### config.mk
export PLATFORM = sky130hd
export DESIGN_NAME = gg_nal_packer
export DESIGN_NICKNAME = d
export VERILOG_FILES = /design/src/rtl/gg_nal_packer.sv
export SDC_FILE = /design/constraint.sdc
export NUM_CORES = 1
export LEC_CHECK = 0
export CAP_MARGIN = 5
export CORE_MARGIN = 2
export CORE_UTILIZATION = 40
export CTS_CLUSTER_DIAMETER = 150
export DETAILED_ROUTE_END_ITERATION = 10
export MAX_ROUTING_LAYER = met4
export PLACE_DENSITY_LB_ADDON = 0.05
export SLEW_MARGIN = 20
export SYNTH_ARGS = -nofsm -noshare
export SYNTH_HDL_FRONTEND = slang
export SYNTH_SLANG_ARGS = --single-unit
### constraint.sdc
create_clock -name clk -period 1.95 [get_ports clk]
set_input_delay 0.195 -clock clk [delete_from_list [all_inputs] [get_ports clk]]
set_output_delay 0.195 -clock clk [all_outputs]
set_load 0.005 [all_outputs]
### src/rtl/gg_nal_packer.sv
// Annex-B NAL packer: start code, header byte, then the RBSP payload with
// emulation-prevention 0x03 bytes inserted and a trailing 0x03 after a final 0x00.
module gg_nal_packer #(
  parameter bit LONG_START = 1'b1,
  parameter int CNT_W      = 20
) (
  input  logic             clk,
  input  logic             reset,
  input  logic             nal_start,
  input  logic [7:0]       nal_hdr,
  output logic             busy,
  input  logic [7:0]       in_data,
  input  logic             in_valid,
  input  logic             in_last,
  output logic             in_ready,
  output logic [7:0]       out_data,
  output logic             out_valid,
  input  logic             out_ready,
  output logic             out_first,
  output logic             out_last,
  output logic [CNT_W-1:0] byte_count,
  output logic [15:0]      epb_count
);

  typedef enum logic [2:0] {
    IDLE = 3'd0,
    SC   = 3'd1,
    HDR  = 3'd2,
    DATA = 3'd3,
    TAIL = 3'd4,
    DONE = 3'd5
  } state_t;

  localparam logic [1:0] SC_LAST = LONG_START ? 2'd3 : 2'd2;

  state_t           state_r;
  logic [1:0]       sc_idx_r;
  logic [1:0]       zero_cnt_r;
  logic [7:0]       hdr_r;
  logic [7:0]       out_data_r;
  logic             out_valid_r;
  logic             out_first_r;
  logic             out_last_r;
  logic             busy_r;
  logic [CNT_W-1:0] byte_count_r;
  logic [15:0]      epb_count_r;
  logic             load_slot_s;
  logic             xfer_s;
  logic             epb_needed_s;

  // Two zeros already emitted followed by a byte <= 0x03 would fake a start code.
  function automatic logic needs_epb(input logic [1:0] zc, input logic v, input logic [7:0] d);
    return (zc == 2'd2) && v && (d <= 8'h03);
  endfunction

  assign load_slot_s  = !out_valid_r || out_ready;
  assign xfer_s       = out_valid_r && out_ready;
  assign epb_needed_s = (state_r == DATA) && needs_epb(zero_cnt_r, in_valid, in_data);

  assign in_ready   = (state_r == DATA) && load_slot_s && !epb_needed_s;
  assign busy       = busy_r;
  assign out_data   = out_data_r;
  assign out_valid  = out_valid_r;
  assign out_first  = out_first_r;
  assign out_last   = out_last_r;
  assign byte_count = byte_count_r;
  assign epb_count  = epb_count_r;

  // Packer FSM with single-register output stage and per-NAL counters.
  always_ff @(posedge clk) begin
    if (reset) begin
      state_r      <= IDLE;
      sc_idx_r     <= 2'd0;
      zero_cnt_r   <= 2'd0;
      hdr_r        <= 8'h00;
      out_data_r   <= 8'h00;
      out_valid_r  <= 1'b0;
      out_first_r  <= 1'b0;
      out_last_r   <= 1'b0;
      busy_r       <= 1'b0;
      byte_count_r <= '0;
      epb_count_r  <= 16'd0;
    end else begin
      if (xfer_s) begin
        byte_count_r <= byte_count_r + CNT_W'(1);
      end
      // An empty load slot drops the stage unless a state below refills it.
      if (load_slot_s) begin
        out_valid_r <= 1'b0;
        out_first_r <= 1'b0;
        out_last_r  <= 1'b0;
      end
      case (state_r)
        IDLE: begin
          if (nal_start) begin
            hdr_r        <= nal_hdr;
            byte_count_r <= '0;
            epb_count_r  <= 16'd0;
            sc_idx_r     <= 2'd0;
            busy_r       <= 1'b1;
            state_r      <= SC;
          end
        end
        SC: begin
          if (load_slot_s) begin
            out_data_r  <= (sc_idx_r == SC_LAST) ? 8'h01 : 8'h00;
            out_valid_r <= 1'b1;
            out_first_r <= (sc_idx_r == 2'd0);
            if (sc_idx_r == SC_LAST) begin
              state_r <= HDR;
            end else begin
              sc_idx_r <= sc_idx_r + 2'd1;
            end
          end
        end
        HDR: begin
          if (load_slot_s) begin
            out_data_r  <= hdr_r;
            out_valid_r <= 1'b1;
            zero_cnt_r  <= 2'd0;
            state_r     <= DATA;
          end
        end
        DATA: begin
          if (load_slot_s) begin
            if (epb_needed_s) begin
              out_data_r  <= 8'h03;
              out_valid_r <= 1'b1;
              epb_count_r <= epb_count_r + 16'd1;
              zero_cnt_r  <= 2'd0;
            end else if (in_valid) begin
              out_data_r  <= in_data;
              out_valid_r <= 1'b1;
              if (in_data == 8'h00) begin
                zero_cnt_r <= (zero_cnt_r == 2'd2) ? 2'd2 : zero_cnt_r + 2'd1;
              end else begin
                zero_cnt_r <= 2'd0;
              end
              if (in_last) begin
                if (in_data == 8'h00) begin
                  state_r <= TAIL;
                end else begin
                  out_last_r <= 1'b1;
                  state_r    <= DONE;
                end
              end
            end
          end
        end
        TAIL: begin
          if (load_slot_s) begin
            out_data_r  <= 8'h03;
            out_valid_r <= 1'b1;
            out_last_r  <= 1'b1;
            epb_count_r <= epb_count_r + 16'd1;
            state_r     <= DONE;
          end
        end
        DONE: begin
          if (xfer_s) begin
            busy_r  <= 1'b0;
            state_r <= IDLE;
          end
        end
        default: begin
          state_r <= IDLE;
        end
      endcase
    end
  end

endmodule

# [Yosys cells after proc, flatten, opt, wreduce, memory -nomap -nowiden]
# Cells that the tools add are included.
[totals] output_inout_bits=49 inputBits=22 wordCells=120 ff_bits=63
[op_classes] n_lt_le_gt_ge=1 n_addsub=4 n_reduce_logical=25 n_eq_ne=20 n_mux=59
[ops] operator="$mux 16" count=4
[ops] operator="$mux 20" count=3
[ops] operator="$mux 8" count=6
[ops] operator="$pmux 16 s3" count=1
[ops] operator="$pmux 8 s4" count=1
[ops] operator="$mux 3" count=10
[ops] operator="$ne 2x2->1 const B" count=12
[ops] operator="$add 20x1->20 const B" count=1
[ops] operator="$mux 1" count=19
[ops] operator="$mux 2" count=9
[ops] operator="$pmux 3 s6" count=1
[ops] operator="$add 16x1->16 const B" count=1
[ops] operator="$reduce_and 10->1" count=1
[ops] operator="$le 8x2->1 const B" count=1
[ops] operator="$logic_not 8->1" count=1
[ops] operator="$pmux 2 s2" count=2
[ops] operator="$reduce_and 4->1" count=2
[ops] operator="$eq 3x2->1 const B" count=2
[ops] operator="$eq 3x3->1 const B" count=2
[ops] operator="$logic_and 1x1->1" count=6
[ops] operator="$pmux 1 s2" count=3
[ops] operator="$reduce_and 6->1" count=1
[ops] operator="$reduce_bool 2->1" count=3
[ops] operator="$reduce_and 5->1" count=1
[ops] operator="13 further kinds" count=16

# [Logic depth before layout (Yosys ltp)]
[depth] depth_word=9 ltp_mapped=8 mapped_depth_nobuf=7

# [Worst setup path after synthesis]
# Ideal clock, no wire load.
[synth_path] path_type="register to register" from="register state_r[1]" to="register epb_count_r[9] (netlist: epb_count[9])" t_required_ns=1.879 t_arrival_ns=1.998 stages_incl_launch_ff=7 setup_time_ns=0.071 slack_ns=-0.118 period_less_slack_ns=2.068 path_buffers=1 path_cell_list="dfxtp_1 buf_2 or2_1 o32a_1 or4_4 or3_1 a21oi_1"
[synth_between] elab_chain_cells=4 elab_cells_between_ends=11 classes_between="eq/ne: 6; mux: 1; reduce/logical: 4"
[synth_rtl] item="start: declaration" line_no="36" source="state_t state_r;"
[synth_rtl] item="start signal: assignment" line_no="72" source="state_r <= IDLE;"
[synth_rtl] item="start signal: assignment" line_no="101" source="state_r <= SC;"
[synth_rtl] item="start signal: assignment" line_no="110" source="state_r <= HDR;"
[synth_rtl] item="$eq 3x2->1" line_no="58, 93"
[synth_rtl] item="$logic_and 1x1->1" line_no="58" source="assign epb_needed_s = (state_r == DATA) && needs_epb(zero_cnt_r, in_valid, in_data);"
[synth_rtl] item="$ne 2x2->1 (no source line)"
[synth_rtl] item="$reduce_and 5->1 (no source line)"
[synth_rtl] item="end signal: assignment" line_no="129" source="epb_count_r <= epb_count_r + 16'd1;"
[synth_rtl] item="end signal: assignment" line_no="155" source="epb_count_r <= epb_count_r + 16'd1;"
[synth_rtl] item="end: declaration" line_no="46" source="logic [15:0] epb_count_r;"
# Several ways; a longest one is shown, not always the timed one.
# A chain may end at the register's enable or synchronous reset.

# [Worst setup path after layout]
# Ends and elaborated chain as after synthesis.

==> run_results.csv <==
group,metric,value,unit
synthesis,avgSynthCellArea,8.149,um^2
power_and_ir_drop,p_seq_frac,0.350,
worst_setup_path,rrSetupSlack,-40,ps
clock_network,cts_buffer_depth,2,
layout,fin_cells,602,
timing,tightest_slew,397.3,ps
run,drv_cap,0,
timing,max_slew_margin,0.7327,
power_and_ir_drop,power.total,4194,uW
power_and_ir_drop,worst_ir_drop_vdd,0.4093,mV
placement,io_buffers,70,
clock_network,cts_tree,"yes",
routing,routed_wl,7740,um
power_and_ir_drop,swShare,0.3137,
layout,fin_area,0.004546,mm^2
worst_setup_path,setup.worst_path.start_class,"flop",
die,io_pins,71,
grt,grt_pass1_wl,13610,um
timing,setup_viol,2,
worst_setup_path,critical-path-max-stage-delay,500,ps
synthesis,yosys.area.top_type_share,0.4051,
power_and_ir_drop,clkPwrFrac,0.309,
die,initial_core_util,0.4071,
grt,overflow,0,
synthesis,syn_nets,410,
clock_network,cts-root-buf,"clkbuf_8",
placement,post-place-cells,585,
timing,hold_slack,390.6,ps
clock_network,cts.htree.levels,3,
layout,area_growth,46.02,%
timing,grt_setup_unrepaired,"yes",
grt,grt_max_degree,30,
clock_network,clkSlewWorstSetupHoldPaths,70,ps
placement,hpwl,5811,um
outcome,run_status,"complete, but fails checks",
die,die_y,92.22,um
routing,drt_first_pass_iters,4,
min_path,hold_start,"nal_hdr[5]",
power_and_ir_drop,leakage,0.001617,uW
timing,fin_worst_skew,8.365,ps
synthesis,yosys_most_used_dff,"dfxtp_1",
power_and_ir_drop,combPwrFrac,0.341,
clock_network,cts.sinks,63,
worst_setup_path,rr_endpoint,"epb_count[9]",
synthesis,synth_area_leader_cell,"dfxtp_1",
layout,mostFrequentLayoutCell,"clkdlybuf4s50_1",
worst_setup_path,end_kind,"flop",
worst_setup_path,path_max_fanout,4,
synthesis,ys_ff_latch,63,
placement,placed_area,0.004255,mm^2
layout,layout_common_cells,"clkdlybuf4s50_1, dfxtp_1, nand2_1",
timing,finalWorstSetupSlack,-38.33,ps
routing,wire_per_inst,12.86,um
worst_setup_path,critPathBufInv,0,
power_and_ir_drop,powerDensity,922.7,mW/mm^2
worst_setup_path,cp_top_family,"simple AND/OR/NAND/NOR gates",
placement,gp_congestion,0.8236,
outcome,violations,"negative setup slack",
min_path,hold_class,"input port to flop",
synthesis,synth_cells,382,
die,dieArea,0.008505,mm^2
die,die_w,92.22,um
synthesis,ys_top_cells_by_area,"dfxtp_1, nand2_1, nor2_1",
timing,drv_slew,0,
timing,fmax,502.9,MHz
worst_setup_path,cp.arrival,2260,ps
synthesis,synth_edf_count,0,
routing,drt_iter0_markers,96,
timing,finalHoldViolCount,0,
synthesis,yosysSeqAreaShare,0.4051,
routing,ant_nets,0,
grt,grt_pass1_vias,2927,
worst_setup_path,critPathKind,"flop to flop",
worst_setup_path,reg2reg_depth,5,
timing,period_minus_slack,1988,ps
clock_network,cts_buffers,9,
layout,num-fill-cells,715,
layout,drive_gt1_frac,0.1760,
synthesis,syn-cell-area,0.003113,mm^2
min_path,hold_end,"hdr_r[5]",
routing,num_vias,3038,
worst_setup_path,path_cells,"or2_4 > o32a_1 > or4_4 > or3_4 > a21oi_2",
power_and_ir_drop,p_sw,1316,uW
layout,antenna_cells,0,
layout,final_nets,523,
placement,preCtsSetupSlack,-556.6,ps
clock_network,clkLatencyLatePin,340,ps
timing,fin_crit_sh,1.020,
die,core.rowCount,32,
synthesis,synthArstFlopShare,0,
grt,track_usage,0.2048,
routing,drc,0,
worst_setup_path,crit_cells,5,
routing,avgViaCountPerCell,5.047,
synthesis,synth.distinct_cells,50,
min_path,min_path_cells,3,
power_and_ir_drop,internal-power,2879,uW
die,core-area,0.007647,mm^2
worst_setup_path,crit_required,2230,ps
worst_setup_path,slowest_stage,"or4_4",
worst_setup_path,r2r_start,"state_r[1]",
grt,antenna_found_initial,0,
synthesis,synth_warnings,0,
-- worst max path at each step --
stage	start	to
after floorplan	state_r[1]	epb_count[9]
after global placement	in_data[3]	epb_count[13]
after detailed placement	in_data[3]	epb_count[9]
after CTS	state_r[2]	epb_count[9]
after global routing	state_r[1]	epb_count[9]
final	state_r[1]	epb_count[9]
-- power by group through the flow --
stage               Sequential [uW]  Combinational (uW)  Clock [uW]
floorplan                      1500                 775           0
global placement               1490                1400           0
detailed placement             1500                1410           0
CTS                            1470                1410        1330
global route                   1480                1590        1400
finish                         1470                1430        1300
-- worst register-to-register path, delay by kind of cell, from the launching register on --
kind / cells / cell delay [ps]
AO/OA/AOI/OAI: 2 / 510
flip-flops: 1 / 330
AND/OR/NAND/NOR: 3 / 1090
-- final cells by class --
cell class	count	area (um^2)	area share
Timing Repair Buffer	119	1074	0.2362
Clock buffer	13	158.9	0.03496
Sequential cell	63	1266	0.2786
Tap cell	102	127.6	0.02808
Clock inverter	3	65.06	0.01431
Multi-Input combinational cell	297	1836	0.4038
Inverter	5	18.77	0.004129
-- synth_stat cells (all sizes together) (3+ instances only) --
master	instances
dfxtp	63
nand2	53
nor2	44
a21oi	29
xnor2	16
clkbuf	15
nand3	15
nor3	12
xor2	11
nor4	10
o21ai	10
or3	10
mux2i	8
nor2b	8
nand4	7
ha	6
and2	5
and4	5
inv	5
nand2b	5
nand3b	5
or2	5
and3	4
o211ai	3
or4	3
-- metrics by stage --
step	util	TNS (ps)
2_1_floorplan	-	-117.1
3_3_place_gp	0.5564	-5440
3_5_place_dp	0.5564	-6159
4_1_cts	0.5877	-27.23
5_1_grt	0.5944	-203.3
6_report	0.5944	-51.32
-- logic make-up after synthesis --
group | synth area share
AND/OR/NAND/NOR | 0.3240
adder cells (fa/ha/maj) | 0.02412
AO/OA/AOI/OAI | 0.1182
buffers and inverters | 0.02693
XOR/XNOR | 0.07596
flip-flops | 0.4051
multiplexers | 0.02572
-- metal layers --
metal / global-route usage / vias up / routed length [um]
met1: 0.2578 / 1380 / 3739
met2: 0.3266 / 74 / 3597
li1: - / 1574 / -
met3: 0.04930 / 10 / 315
met5: - / - / 0
met4: 0.06343 / 0 / 88
-- repair_timing --
item                       4_1_cts  5_1_grt
setup buffers                    1        0
pin swaps                        7        6
setup endpoints to repair        9        6
hold buffers                     0        0
resized for setup               12       10
-- flip-flops by register name, summed over array words and instances, names as in the netlist, named ones only --
| register | count |
|---|---|
| out_last | 1 |
| out_valid | 1 |
| busy | 1 |
| hdr_r | 8 |
| sc_idx_r | 2 |
| state_r | 3 |
| out_data | 8 |
| byte_count | 20 |
| epb_count | 16 |
| zero_cnt_r | 2 |
Note: power is estimated with default switching activity, not from simulation.
